## src/rtl/cla_issue_arbiter.sv

```systemverilog
// cla_issue_arbiter: round-robin issue controller for one shared pipelined
// 16-bit carry-look-ahead adder. It grants one add per cycle, tracks every
// issued op through a tag pipe matched to the adder latency, and steers each
// result back to its requester. A pause/drain FSM quiesces the adder.
//
// Build option: define CLA_ARB_ZERO_IDLE_EN to drive zero operands on
// non-grant cycles. Otherwise the operands hold the last issued values.
module cla_issue_arbiter #(
  parameter int NREQ = 4,
  parameter int LAT  = 5,
  parameter int TW   = (NREQ > 1) ? $clog2(NREQ) : 1
) (
  input  logic                 clk,
  input  logic                 reset,
  input  logic [NREQ-1:0]      req,
  input  logic [16*NREQ-1:0]   req_a,
  input  logic [16*NREQ-1:0]   req_b,
  output logic [NREQ-1:0]      gnt,
  output logic [15:0]          add_a,
  output logic [15:0]          add_b,
  input  logic [16:0]          add_sum,
  output logic [NREQ-1:0]      rsp_valid,
  output logic [16:0]          rsp_sum,
  input  logic                 pause,
  output logic                 idle,
  output logic [3:0]           inflight
);

  typedef enum logic [1:0] {ST_RUN, ST_DRAIN, ST_PAUSED} state_t;

  state_t          state_reg, state_next;
  logic [TW-1:0]   last_reg;
  logic [TW-1:0]   pick_idx;
  logic [TW-1:0]   cand_idx;
  logic            pick_any;
  logic            issue;
  logic [15:0]     sel_a, sel_b;
  logic            vld_reg [LAT];
  logic [TW-1:0]   tag_reg [LAT];
  logic [3:0]      inflight_reg, inflight_next;

  // Round-robin search: walk from last+1 upward; the closest requester wins.
  always_comb begin
    pick_idx = '0;
    pick_any = 1'b0;
    cand_idx = '0;
    for (int k = NREQ; k >= 1; k--) begin
      cand_idx = TW'((int'(last_reg) + k) % NREQ);
      if (req[cand_idx]) begin
        pick_idx = cand_idx;
        pick_any = 1'b1;
      end
    end
  end

  // Issue only while running and not being asked to pause; never during reset.
  assign issue = reset && (state_reg == ST_RUN) && !pause && pick_any;
  assign sel_a = req_a[int'(pick_idx)*16 +: 16];
  assign sel_b = req_b[int'(pick_idx)*16 +: 16];

  genvar gi;
  generate
    for (gi = 0; gi < NREQ; gi++) begin : g_decode
      assign gnt[gi]       = issue && (pick_idx == TW'(gi));
      assign rsp_valid[gi] = vld_reg[LAT-1] && (tag_reg[LAT-1] == TW'(gi));
    end
  endgenerate

`ifdef CLA_ARB_ZERO_IDLE_EN
  assign add_a = issue ? sel_a : 16'h0000;
  assign add_b = issue ? sel_b : 16'h0000;
`else
  logic [15:0] hold_a_reg, hold_b_reg;

  // Remember the last issued operands so the adder inputs stay quiet between grants.
  always_ff @(posedge clk or negedge reset) begin
    if (!reset) begin
      hold_a_reg <= 16'h0000;
      hold_b_reg <= 16'h0000;
    end else if (issue) begin
      hold_a_reg <= sel_a;
      hold_b_reg <= sel_b;
    end
  end

  assign add_a = issue ? sel_a : hold_a_reg;
  assign add_b = issue ? sel_b : hold_b_reg;
`endif

  // Tag pipe mirrors the adder pipeline: {valid, requester} per stage.
  always_ff @(posedge clk or negedge reset) begin
    if (!reset) begin
      for (int s = 0; s < LAT; s++) begin
        vld_reg[s] <= 1'b0;
        tag_reg[s] <= '0;
      end
    end else begin
      vld_reg[0] <= issue;
      tag_reg[0] <= pick_idx;
      for (int s = 1; s < LAT; s++) begin
        vld_reg[s] <= vld_reg[s-1];
        tag_reg[s] <= tag_reg[s-1];
      end
    end
  end

  assign inflight_next = inflight_reg + 4'(issue) - 4'(vld_reg[LAT-1]);

  // Priority pointer, in-flight counter and FSM state.
  always_ff @(posedge clk or negedge reset) begin
    if (!reset) begin
      last_reg     <= TW'(NREQ - 1);
      inflight_reg <= 4'd0;
      state_reg    <= ST_RUN;
    end else begin
      if (issue) last_reg <= pick_idx;
      inflight_reg <= inflight_next;
      state_reg    <= state_next;
    end
  end

  // Pause/drain transitions; DRAIN completes once the count reaches zero at this edge.
  always_comb begin
    state_next = state_reg;
    case (state_reg)
      ST_RUN:    if (pause) state_next = ST_DRAIN;
      ST_DRAIN: begin
        if (!pause)                  state_next = ST_RUN;
        else if (inflight_next == 0) state_next = ST_PAUSED;
      end
      ST_PAUSED: if (!pause) state_next = ST_RUN;
      default:   state_next = ST_RUN;
    endcase
  end

  assign rsp_sum  = add_sum;
  assign inflight = inflight_reg;
  assign idle     = (state_reg == ST_PAUSED) && (inflight_reg == 4'd0);

endmodule

```

## config.mk

```make
export PLATFORM = sky130hd
export DESIGN_NAME = cla_issue_arbiter
export DESIGN_NICKNAME = d
export VERILOG_FILES = /design/src/rtl/cla_issue_arbiter.sv
export SDC_FILE = /design/constraint.sdc
export NUM_CORES = 1
export LEC_CHECK = 0
export CORE_MARGIN = 8
export CORE_UTILIZATION = 50
export CTS_CLUSTER_DIAMETER = 80
export DETAILED_ROUTE_END_ITERATION = 16
export DONT_BUFFER_PORTS = 1
export GPL_ROUTABILITY_DRIVEN = 0
export PLACE_DENSITY = 0.68
export SLEW_MARGIN = 25
export SYNTH_ARGS = -nofsm -noshare
export SYNTH_HDL_FRONTEND = slang
export SYNTH_SLANG_ARGS = --single-unit
```

## constraint.sdc

```tcl
create_clock -name clk -period 2.7 [get_ports clk]
set_input_delay 0.54 -clock clk [delete_from_list [all_inputs] [get_ports clk]]
set_output_delay 0.54 -clock clk [all_outputs]
set_load 0.005 [all_outputs]
```

* Yosys cells after proc, flatten, opt, wreduce, memory -nomap -nowiden
Index checks and enable logic that the tools add are counted.
** Storage, ports and cells
- Bits of input ports :: 152
- Output and inout bits :: 62
- Logic and storage cells :: 80
- Bits in registers :: 55
** Operators by class
- Shifts and indexed selects :: 2
- $lt $le $gt $ge :: 4
- Equal/unequal tests :: 11
- Add/subtract/negate cells :: 6
- Reduce and logical (&&, ||, !) cells :: 19
- Mux-type cells :: 23
** Operator list (number)
- $shiftx A64 B7 Y16 :: 2
- $mux W16 :: 2
- $mux W2 :: 8
- $logic_and A1 B1 Y1 :: 12
- $lt A2 B3 Y1 const B :: 4
- $eq A2 B2 Y1 const B :: 5
- $bmux W1 S2 :: 4
- $logic_not A4 Y1 :: 2
- $mux W1 :: 8
- $eq A2 B1 Y1 const B :: 3
- $logic_not A2 Y1 :: 3
- $pmux W2 S3 :: 1
- $add A2 B1 Y2 const B :: 2
- $add A2 B2 Y2 const B :: 2
- $add A4 B1 Y4 :: 1
- $ne A2 B2 Y1 const B :: 2
- $sub A4 B1 Y4 :: 1
- $ne A3 B3 Y1 const B :: 1
- $reduce_and A3 Y1 :: 1
- $logic_not A1 Y1 :: 1

* Logic depth before layout (Yosys ltp)
- Depth after elaboration :: 14
- Gate-level depth with buffers :: 12
- Mapped depth without buffers :: 11

* Least setup slack after synthesis
OpenSTA, ideal clock, no wires.
- Path type :: input -> register
- Start point :: in pause
- End point :: reg state_reg[0]
- Arrival time :: 2.766 ns
- Path buffers :: 1
- Library setup time :: 0.119 ns
- Path slack :: -0.185 ns
- Data required time :: 2.581 ns
- Cell stages on the path :: 12
- Cell sequence :: nor4b_2 > a21boi_2 > inv_2 > buf_2 > ha_1 > inv_1 > ha_1 > inv_1 > fa_1 > xnor2_1 > o41a_1 > and2_1
** Between the ends
- Cells in the longest elaborated chain, start to end :: 8
- Elaborated cells on any way between the ends :: 12
- Those cells by class :: add/sub (2); eq/ne (3); mux (2); reduce/logical (5)
** Ends and longest elaborated chain
- start, declared :: RTL line 24 : input logic pause,
- $logic_not A1 Y1
- $logic_and A1 B1 Y1 (2 in a row) :: RTL line 57 : assign issue = reset && (state_reg == ST_RUN) && !pause && pick_any;
- $add A4 B1 Y4 :: RTL line 107 : assign inflight_next = inflight_reg + 4'(issue) - 4'(vld_reg[LAT-1]);
- $sub A4 B1 Y4 :: RTL line 107
- via inflight_next[2] :: RTL line 40 : logic [3:0] inflight_reg, inflight_next;
- $logic_not A4 Y1 :: RTL line 129 : else if (inflight_next == 0) state_next = ST_PAUSED;
- $ne A3 B3 Y1 (no line)
- $reduce_and A3 Y1 (no line)
- end signal, assigned :: RTL line 118 : state_reg <= state_next;
- end, declared :: RTL line 31 : state_t state_reg, state_next;
The timed path passes the listed nets, and every way through them passes these cells.
A chain may end at the register's enable or synchronous reset.

* Worst setup path in the final report
- Start point :: reg last_reg[0]
- End point :: out add_b[8]
** Between the ends
- Cells in the longest elaborated chain, start to end :: 9
- Elaborated cells on any way between the ends :: 23
- Those cells by class :: add/sub (4); shift (1); mux (17); reduce/logical (1)
** Ends and longest elaborated chain
- start, declared :: RTL line 32 : logic [TW-1:0] last_reg;
- start signal, assigned :: RTL line 112 : last_reg <= TW'(NREQ - 1);
- start signal, assigned :: RTL line 116 : if (issue) last_reg <= pick_idx;
- $add A2 B1 Y2 :: RTL line 48 : cand_idx = TW'((int'(last_reg) + k) % NREQ);
- $bmux W1 S2 :: RTL line 49 : if (req[cand_idx]) begin
- $mux W1 (implied by the code) :: RTL line 49
- $mux W2 / $mux W1 (equally long branches) (4 in a row) :: RTL line 49
- $shiftx A64 B7 Y16 / $logic_and A1 B1 Y1 (equally long branches) :: RTL line 59, 57
- $mux W16 (*)
- end, declared :: RTL line 20 : output logic [15:0] add_b,
Every way passes the cells marked *; elsewhere a longest branch is shown, timed or not. The select of a mux whose other input is x is not followed.

==> impl_metrics.toml <==
[timing]
worstMarginPinSlew_ns = 0.3898
tns_ns = 0
rsz0062_at_grt = "yes"
setup_viol = 0
final.period_utilization = 0.9696
worst_hold_slack_ns = 0.06125
maxSlewHeadroom = 0.7378
fin_worst_skew_ns = 0.006222
period_minus_slack_ns = 2.618
slew_violations = 0
fmax_mhz = 382.0
hold_viol = 0

[setup_path]
arrival_ns = 2.08
r2r-start = "state_reg[0]$_DFFE_PN0P_"
end_kind = "primary output"
crit_slowest_cell = "dfstp_2"
required_ns = 2.16
r2r_setup_slack_ns = 0.08
max_stage_delay_ns = 0.55
path_delay_family = "flip-flops"
reg2regPathDepth = 11
rr_endpoint = "state_reg[0]$_DFFE_PN0P_"
crit_path_start_kind = "register"
cp_max_fo = 14
critical_path_class = "reg2out"
worstPathCellList = "nand2b_1 > a21oi_1 > a211oi_4 > buf_4 > buf_12 > mux2i_1 > o22ai_2"
cp_num_buf_inv = 2

[routing]
avgViaCountPerCell = 6.618
vias = 2376
drc_errors = 0
avgRoutedWirePerCell_um = 25.37
first_pass_iters = 4
drt_iter0_drc = 73
wirelength_um = 9108
postRouteAntennaNets = 0

[cts]
clock_latency_ns = 0.31
numCtsBuffers = 5
root_buffer = "clkbuf_8"
cts_tree = "built"
clk_pin_slew_ns = 0.10
cts_max_level = 2
clock_path_buffers = 2
cts.sinks = 55

[synthesis]
syn_area_mm2 = 0.003207
ys_types = 42
synth_edf_count = 0
synthCells = 294
synthFlopType = "dfrtp_1"
synth-seq-area-share = 0.4300
async_reset_ff_frac = 1.000
synthesis.nets = 452
synth.top_cells.by_area = "dfrtp_1 (41%), mux2i_1 (10%), a221oi_1 (6.3%)"
synth_top_area_frac = 0.4136
syn_avg_cell_area_um2 = 10.91
yosys_warnings = 0
synth_area_leader_cell = "dfrtp_1"
ys_seq_elements = 55

[floorplan]
start_util = 0.5109
die-area_mm2 = 0.009232
rows = 29
die_height_um = 96.09
coreArea_mm2 = 0.006277
die_w_um = 96.09
io_pins = 214

[status]
status = "completed"

[finish]
fin_util = 0.5677
multi_input_area_mm2 = 0.001684
diodes = 0
sequential_cell_area_mm2 = 0.001379
drive_gt1_frac = 0.3050
syn_to_final_growth_pct = 11.12
final_cell_count_no_fill = 359
layout.nets = 439
nFillCells = 551

[global_routing]
grt_pass1_vias = 2490
track_usage = 0.1777
grt_pass1_wl_um = 12820
overflow = 0
grt_max_degree = 54
antenna_found_initial = 0

[placement]
place_hpwl_um = 6731
port_buffers = 0
place_inst = 344

[run]
cap_viol_max_count = 0

[power_and_ir_drop]
max-vdd-ir-drop_mv = 0.5911
powerDensity_mw_per_mm2 = 1055
p_leak_nw = 1.513

[worst_hold_path]
hold_class = "in2async"
[worst reg2reg max path, delay by kind of cell, from the launching register on]
family | cells | cell delay [ns]
AOI/OAI and AO/OA | 2 | 0.68
xor gates and xnor gates | 1 | 0.14
adders and majority gates | 3 | 0.68
DFF | 1 | 0.42
buffers and inverters | 3 | 0.18
and+or+nand+nor | 2 | 0.41
[report_power, final]
part           internal [mW]  switching [mW]
registers               1.21           0.167
logic                  0.861            1.05
clock network          0.193           0.280
[through the flow]
| stage | setup WS, ns | power, mW | area [µm²] |
|---|---|---|---|
| 6_report | 0.08204 | 3.761 | 3563 |
| 5_1_grt | -0.03644 | 4.031 | 3563 |
| 4_1_cts | -0.01464 | 3.646 | 3368 |
| 3_5_place_dp | -0.05419 | 3.027 | 3157 |
| 3_3_place_gp | -0.01366 | 2.968 | 3157 |
| 2_1_floorplan | -0.1027 | 2.751 | 3249 |
[area by class of cell]
type	count	share of cell area
clock inverters	3	0.008076
clock buffers	5	0.01931
well taps	77	0.02704
flip-flops and latches	55	0.3869
multi-input cells	187	0.4726
repair buffers	19	0.07233
inverters	13	0.01369
[layout by cell type, fill, tap and decap left out, types with 2 or more instances in the layout]
| master | synthesis | final |
|---|---|---|
| mux2i_2 | 0 | 2 |
| buf_12 | 3 | 5 |
| o21ai_0 | 5 | 5 |
| inv_1 | 12 | 10 |
| o21ai_1 | 2 | 2 |
| a21oi_1 | 4 | 2 |
| mux2i_1 | 33 | 31 |
| clkinv_4 | 0 | 2 |
| clkbuf_8 | 0 | 5 |
| inv_2 | 1 | 3 |
| and3_1 | 2 | 2 |
| nand2b_1 | 3 | 3 |
| ha_1 | 5 | 3 |
| a221oi_1 | 23 | 10 |
| nor2b_1 | 2 | 2 |
| a221oi_2 | 9 | 21 |
| buf_6 | 7 | 2 |
| nor2_1 | 41 | 40 |
| buf_4 | 20 | 10 |
| o22ai_2 | 5 | 16 |
| dfrtp_1 | 53 | 53 |
| o22ai_1 | 29 | 18 |
| a21oi_2 | 1 | 3 |
| ha_4 | 0 | 2 |
| nand2_1 | 5 | 5 |
| dfstp_2 | 2 | 2 |
[worst max-delay path by stage]
stage,end,start,depth (start not counted)
global placement,state_reg[0]$_DFFE_PN0P_,pause,11
floorplan,state_reg[0]$_DFFE_PN0P_,pause,12
finish,add_b[8],last_reg[0]$_DFFE_PN1N_,7
CTS,add_b[15],last_reg[0]$_DFFE_PN1N_,6
detailed placement,state_reg[0]$_DFFE_PN0P_,pause,11
global route,add_b[8],last_reg[0]$_DFFE_PN1N_,7
[cells by family (layout without fill, tap and decap cells)]
kind of cell               Yosys count  after routing  synth area share
xor gates and xnor gates             2              2          0.005463
and+or+nand+nor                     60             60           0.08662
muxes                               33             33            0.1030
DFF                                 55             55            0.4300
AOI/OAI and AO/OA                   86             86            0.2302
adders and majority gates            6              6           0.02575
buffers and inverters               52             40            0.1190
[repair_timing]
| action | 4_1_cts | 5_1_grt |
|---|---|---|
| endpoints found under the setup margin | 30 | 31 |
| buffers inserted | 3 | 2 |
| pin swaps | 3 | 2 |
| hold buffers | 1 | 0 |
| resized for setup | 8 | 30 |
| hold endpoints to repair | 53 | 0 |
| gates cloned | 1 | 0 |
[Yosys cell counts, types with 2 or more instances]
| master | n |
|---|---|
| ha_1 | 5 |
| o21ai_1 | 2 |
| buf_2 | 8 |
| nor2b_1 | 2 |
| nor2_1 | 41 |
| nand2_1 | 5 |
| nand2b_1 | 3 |
| o22ai_1 | 29 |
| mux2i_1 | 33 |
| buf_12 | 3 |
| o22ai_2 | 5 |
| o21ai_0 | 5 |
| dfstp_2 | 2 |
| a21oi_1 | 4 |
| a221oi_1 | 23 |
| inv_1 | 12 |
| a221oi_2 | 9 |
| buf_4 | 20 |
| buf_6 | 7 |
| and3_1 | 2 |
| dfrtp_1 | 53 |
[per-layer routing]
metal	up-vias	part of all wire	track usage
li1	1049	-	-
met1	1176	0.36	0.2086
met2	134	0.51	0.3002
met3	17	0.11	0.06396
met4	0	0.015	0.04609
met5	-	0	0
Power figures use the tool's default switching activity.
